$ cat config.mk
export PLATFORM = sky130hd
export DESIGN_NAME = dm_arbiter
export DESIGN_NICKNAME = d
export VERILOG_FILES = /design/src/rtl/dm_arbiter.sv
export SDC_FILE = /design/constraint.sdc
export NUM_CORES = 1
export LEC_CHECK = 0
export ABC_AREA = 1
export CELL_PAD_IN_SITES_DETAIL_PLACEMENT = 0
export CELL_PAD_IN_SITES_GLOBAL_PLACEMENT = 1
export CORE_MARGIN = 1.5
export CORE_UTILIZATION = 22
export DETAILED_ROUTE_END_ITERATION = 6
export GPL_TIMING_DRIVEN = 1
export PLACE_DENSITY_LB_ADDON = 0.1
export SLEW_MARGIN = 20
export SYNTH_ARGS = -nofsm -noshare
export SYNTH_HDL_FRONTEND = slang
export SYNTH_SLANG_ARGS = --single-unit
$ cat constraint.sdc
create_clock -name clk -period 1.22 [get_ports clk]
set_clock_uncertainty 0.15 [all_clocks]
set_input_delay 0.244 -clock clk [delete_from_list [all_inputs] [get_ports clk]]
set_output_delay 0.244 -clock clk [all_outputs]
set_load 0.02 [all_outputs]
$ cat src/rtl/dm_arbiter.sv
// dm_arbiter: two-port front end to a single synchronous data memory.
// Arbitrates ReqA/ReqB (lock hint with a burst limit, else round-robin),
// registers the winning access toward memory and returns read data to the
// winning port two cycles after acceptance.
module dm_arbiter #(
  parameter int MAX_BURST = 4
) (
  input  logic       clk,
  input  logic       Reset_n,
  input  logic       ReqA,
  input  logic       ReqB,
  input  logic       WrA,
  input  logic       WrB,
  input  logic [7:0] AddrA,
  input  logic [7:0] AddrB,
  input  logic [7:0] WDataA,
  input  logic [7:0] WDataB,
  input  logic       LockA,
  input  logic       LockB,
  output logic       GntA,
  output logic       GntB,
  output logic       RValidA,
  output logic       RValidB,
  output logic [7:0] RDataA,
  output logic [7:0] RDataB,
  output logic [7:0] DataAddr,
  output logic       MemWrite,
  output logic [7:0] DataIn,
  input  logic [7:0] DataOut,
  output logic       Busy
);

  localparam int CW = $clog2(MAX_BURST + 1);
  localparam logic [CW-1:0] MAX_CNT = CW'(MAX_BURST);
  localparam logic [CW-1:0] ONE_CNT = CW'(1);

  logic          lastB;      // 1: port B won the most recent grant
  logic [CW-1:0] burstCnt;   // consecutive grants to the last winner
  logic          lastLock;
  logic          lockHold;
  logic          grant;
  logic          winWr;
  logic [7:0]    winAddr;
  logic [7:0]    winData;
  logic          issueVld;   // memory stage holds an access this cycle
  logic          issueRd;    // that access is a read
  logic          issuePortB; // that access belongs to port B

  // Arbitration: lone requester wins; else locked last winner under the burst limit; else round-robin.
  always_comb begin
    GntA     = 1'b0;
    GntB     = 1'b0;
    lockHold = 1'b0;
    lastLock = lastB ? LockB : LockA;
    if (!Reset_n) begin
      GntA = 1'b0;
      GntB = 1'b0;
    end else if (ReqA && ReqB) begin
      lockHold = lastLock && (burstCnt < MAX_CNT);
      if (lockHold) begin
        GntA = !lastB;
        GntB = lastB;
      end else begin
        GntA = lastB;
        GntB = !lastB;
      end
    end else begin
      GntA = ReqA;
      GntB = ReqB;
    end
  end

  // Select the winning port's access fields.
  always_comb begin
    grant   = GntA || GntB;
    winWr   = 1'b0;
    winAddr = 8'h00;
    winData = 8'h00;
    if (GntB) begin
      winWr   = WrB;
      winAddr = AddrB;
      winData = WDataB;
    end else begin
      winWr   = WrA;
      winAddr = AddrA;
      winData = WDataA;
    end
  end

  // Track last winner and burst length; idle cycles leave both untouched.
  always_ff @(posedge clk) begin
    if (!Reset_n) begin
      lastB    <= 1'b1;
      burstCnt <= {CW{1'b0}};
    end else if (grant) begin
      lastB <= GntB;
      if (GntB != lastB) begin
        burstCnt <= ONE_CNT;
      end else if (burstCnt < MAX_CNT) begin
        burstCnt <= burstCnt + ONE_CNT;
      end else begin
        burstCnt <= burstCnt;
      end
    end else begin
      lastB    <= lastB;
      burstCnt <= burstCnt;
    end
  end

  // Memory issue stage: capture the accepted access; idle cycles drop MemWrite but hold address/data.
  always_ff @(posedge clk) begin
    if (!Reset_n) begin
      DataAddr   <= 8'h00;
      DataIn     <= 8'h00;
      MemWrite   <= 1'b0;
      issueVld   <= 1'b0;
      issueRd    <= 1'b0;
      issuePortB <= 1'b0;
    end else if (grant) begin
      DataAddr   <= winAddr;
      DataIn     <= winData;
      MemWrite   <= winWr;
      issueVld   <= 1'b1;
      issueRd    <= !winWr;
      issuePortB <= GntB;
    end else begin
      DataAddr   <= DataAddr;
      DataIn     <= DataIn;
      MemWrite   <= 1'b0;
      issueVld   <= 1'b0;
      issueRd    <= 1'b0;
      issuePortB <= issuePortB;
    end
  end

  // Read return: memory data arrives the cycle after the issue stage, so flag it to the owning port.
  always_ff @(posedge clk) begin
    if (!Reset_n) begin
      RValidA <= 1'b0;
      RValidB <= 1'b0;
    end else begin
      RValidA <= issueVld && issueRd && !issuePortB;
      RValidB <= issueVld && issueRd && issuePortB;
    end
  end

  // Both ports see memory data directly; RValid qualifies it.
  assign RDataA = DataOut;
  assign RDataB = DataOut;
  assign Busy   = issueVld;

endmodule

==> summary.md <==
| Metric | Value |
|---|---|
| Setup TNS | -6900 ps |
| Met1 Wirelength | 2.03 mm |
| Reg power frac | 40.5% |
| Yosys warning count | 0 |
| Violated checks | setup timing |
| Effective utilization at floorplan | 22.7% |
| Sw frac | 30.8% |
| Die area | 6990 um^2 |
| Crit path max-delay family | simple AND/OR/NAND/NOR gates |
| Clk slew on worst S/H paths | 100 ps |
| Final worst-path cycle share | 134% |
| Post-DP HPWL | 2.69 mm |
| Drt pass-1 iters | 3 |
| Die Width | 83.6 um |
| Worst Path Buf+Inv | 3 |
| P_leak | 1.29 nW |
| Syn avg cell area | 7.19 um^2 |
| Mapped Nets | 248 |
| Peak Freq | 0.611 GHz |
| First-pass GRT wire length | 7.00 mm |
| Ys async rst share | 0% |
| CP max FO | 3 |
| Slowest-stage cell, CP | dfxtp_2 |
| Synth Instances | 199 |
| Global Route Usage Sum | 12.5% |
| Routed WL per cell | 12.8 um |
| Largest cells by area after synthesis | dfxtp_1 (36%), nand3_1 (13%), nand2_1 (9.7%) |
| Final Wtd Congestion | 0.744 |
| Layout area overhead | 77.1% |
| Skew-Pair Late Insertion Delay | 270 ps |
| Outcome | finished with violations |
| Max Slew Vio Count | 0 |
| Max-cap violation count | 0 |
| Crit-path max cell delay | 340 ps |
| Setup ws final | -417 ps |
| DRC Markers | 0 |
| Worst Hold End | RValidA |
| Core region area | 6310 um^2 |
| Clock Power Share | 24.2% |
| Area leader, netlist | dfxtp_1 |
| Top Metal Used | met4 |
| Clock sink total | 26 |
| Psw | 0.000725 W |
| Worst path most repeated cell | nand2_1 |
| Pwr/cell area | 930 nW/um^2 |
| Reg2reg end | DataIn[3] |
| DRT Wirelength | 4.35 mm |
| Final setup viols | 25 |
| Reg2Reg Setup Slack | -380 ps |
| Port Buffers | 61 |
| Util after Layout | 40.1% |
| Placement row count | 29 |
| Post-synth EDFFs | 0 |
| Logic gate share of total power | 35.3% |
| Hold path depth | 1 |
| Longest Clk Path Bufs | 2 |
| Int Power | 0.00163 W |
| Worst Setup End Kind | output pin |
| Hold path start | issuePortB |
| Net count, final | 313 |
| Synth Register Bits | 26 |
| # H-tree levels | 1 |
| Crit path cell chain | inv_2 -> nand2_1 -> nand2_1 -> nand3_2 -> nand2_4 -> clkinv_8 -> buf_6 |
| Vias | 1417 |
| Hold Violations, Final | 0 |
| Unrepaired setup endpoints after global routing | yes |
| R2r startpoint | burstCnt[2] |
| Main synth FF type | dfxtp_1 |
| HP Class | reg -> reg |
| Sequential area share after synthesis | 36.4% |
| Worst path arrival time | 1240 ps |
| Die Y | 83.6 um |
| Largest net degree at the start of global routing | 21 |
| Met3 routed WL | 309 um |
| Number of library cell types mapped by synthesis | 25 |
| Root buffer cell | clkbuf_8 |
| Tmin final | 1640 ps |
| DR vias/cell | 4.17 |
| Post-Syn Area | 1430 um^2 |
| Total power | 0.00235 W |
| CTS tree | yes |
| Met2 wire len | 1.98 mm |
| CP required | 830 ps |
| Fin area | 2530 um^2 |
| Critical path class | reg -> out |
| Worst-Margin Slew | 304 ps |
| Initial antenna violation count | 0 |
| ANT nets after route | 0 |
| Peak supply drop | 0.395 mV |
| Startpoint Class | flop |
| Vias in the first global route | 1451 |
| Grt ovf | 0 |
| Share of the synthesized area in the top cell type | 36.4% |
| Diodes inserted | 0 |
| Fraction of layout cells with a size suffix above 1 | 55.9% |
| Iteration-0 DRC Markers | 32 |
| Max transition margin | 79.8% |
| Path depth of the worst reg2reg path | 12 |
| Placed cell area | 2100 um^2 |
| Total CTS buffers | 3 |
| I/O pin count | 86 |
==> repair_timing <==
action                     in CTS  in global routing
hold buffers                    0                  0
gates resized for setup       150                 52
setup buffers                   4                  4
gates cloned                    4                  0
pin swaps                      19                 22
setup endpoints to repair      46                 27
==> cells in the final DEF (no fill, tap or decap), types with 2 or more instances in the layout <==
cell type        instances
dfxtp_1                 23
dlygate4sd2_1            5
nand2_2                  7
clkdlybuf4s50_1         34
or2_2                   16
buf_4                   15
dfxtp_2                  3
buf_12                   6
nor2_1                   8
a21oi_1                  2
buf_6                    3
clkbuf_8                 4
nand3_1                  2
nand2_1                 19
inv_2                   10
nand2_4                 21
nand3_2                 35
o211ai_1                 2
buf_8                    2
buf_2                   18
inv_1                   16
==> how the worst max path moves through the flow <==
stage           startpoint     endpoint  slack [ps]  cells past startpoint
3_5_place_dp          ReqB         GntA        -980                      8
3_3_place_gp          ReqA         GntA        -990                      8
2_1_floorplan  burstCnt[2]  DataAddr[0]         -70                     11
5_1_grt        burstCnt[2]         GntA        -490                      8
4_1_cts        burstCnt[2]         GntA        -440                      8
6_report       burstCnt[2]         GntB        -420                      7
==> worst register-to-register path: stages, from the launching register on <==
cell,delay (ps)
dfxtp_2,340
inv_2,60
nand2_1,50
nand2_1,70
nand3_2,110
nand2_4,150
clkinv_8,70
buf_12,120
buf_12,140
nand2_2,70
nand3_2,80
nand3_2,70
inv_2,30
==> synth_stat cells (2+ instances only) <==
cell type  instances
dfxtp_1           26
buf_2              5
o211ai_1           2
nand3_1           36
nor2_1             8
nand2_1           37
or2_2             16
a21oi_1            3
inv_1             24
nand2_2            9
buf_4             18
inv_2              2
==> flip-flops by register name, summed over array words and instances (netlist names) <==
register    flops
burstCnt        3
lastB           1
MemWrite        1
issueRd         1
DataIn          8
Busy            1
RValidB         1
RValidA         1
issuePortB      1
DataAddr        8
==> through the flow <==
step / hold WS [ps] / worst slack [ps] / cells
2_1_floorplan: 240 / -70.1 / 199
3_3_place_gp: 268 / -993 / 329
3_5_place_dp: 251 / -975 / 329
4_1_cts: 276 / -436 / 341
5_1_grt: 311 / -491 / 340
6_report: 268 / -417 / 340
==> routing by layer <==
layer,GRT usage (%),vias to the layer above
met5,0,-
met4,4.47,0
met3,3.26,2
met2,19.7,47
met1,16.6,644
li1,-,724
==> area by class of cell <==
cell class / instances / area, um^2
clock buffer: 4 / 55.1
fill: 689 / 3780
inverter: 28 / 119
multi-input combinational: 120 / 932
sequential: 26 / 524
tap: 77 / 96.3
timing repair buffer: 85 / 806
==> power groups by stage <==
stage,Sequential (W),Clock [W],Combinational (W)
finish,0.000953,0.000570,0.000832
global placement,0.000975,0,0.000688
CTS,0.000953,0.000606,0.000783
detailed placement,0.000973,0,0.000686
floorplan,0.00104,0,0.000354
global route,0.000963,0.000629,0.000908
==> logic make-up after synthesis <==
family / Yosys count / synth area share (%)
buffers and inverters: 53 / 21.1
AOI/OAI and AO/OA: 7 / 2.97
DFF: 26 / 36.4
adders and majority gates: 1 / 0.875
xor gates and xnor gates: 1 / 0.613
and+or+nand+nor: 111 / 38.1
Power figures use the tool's default switching activity.
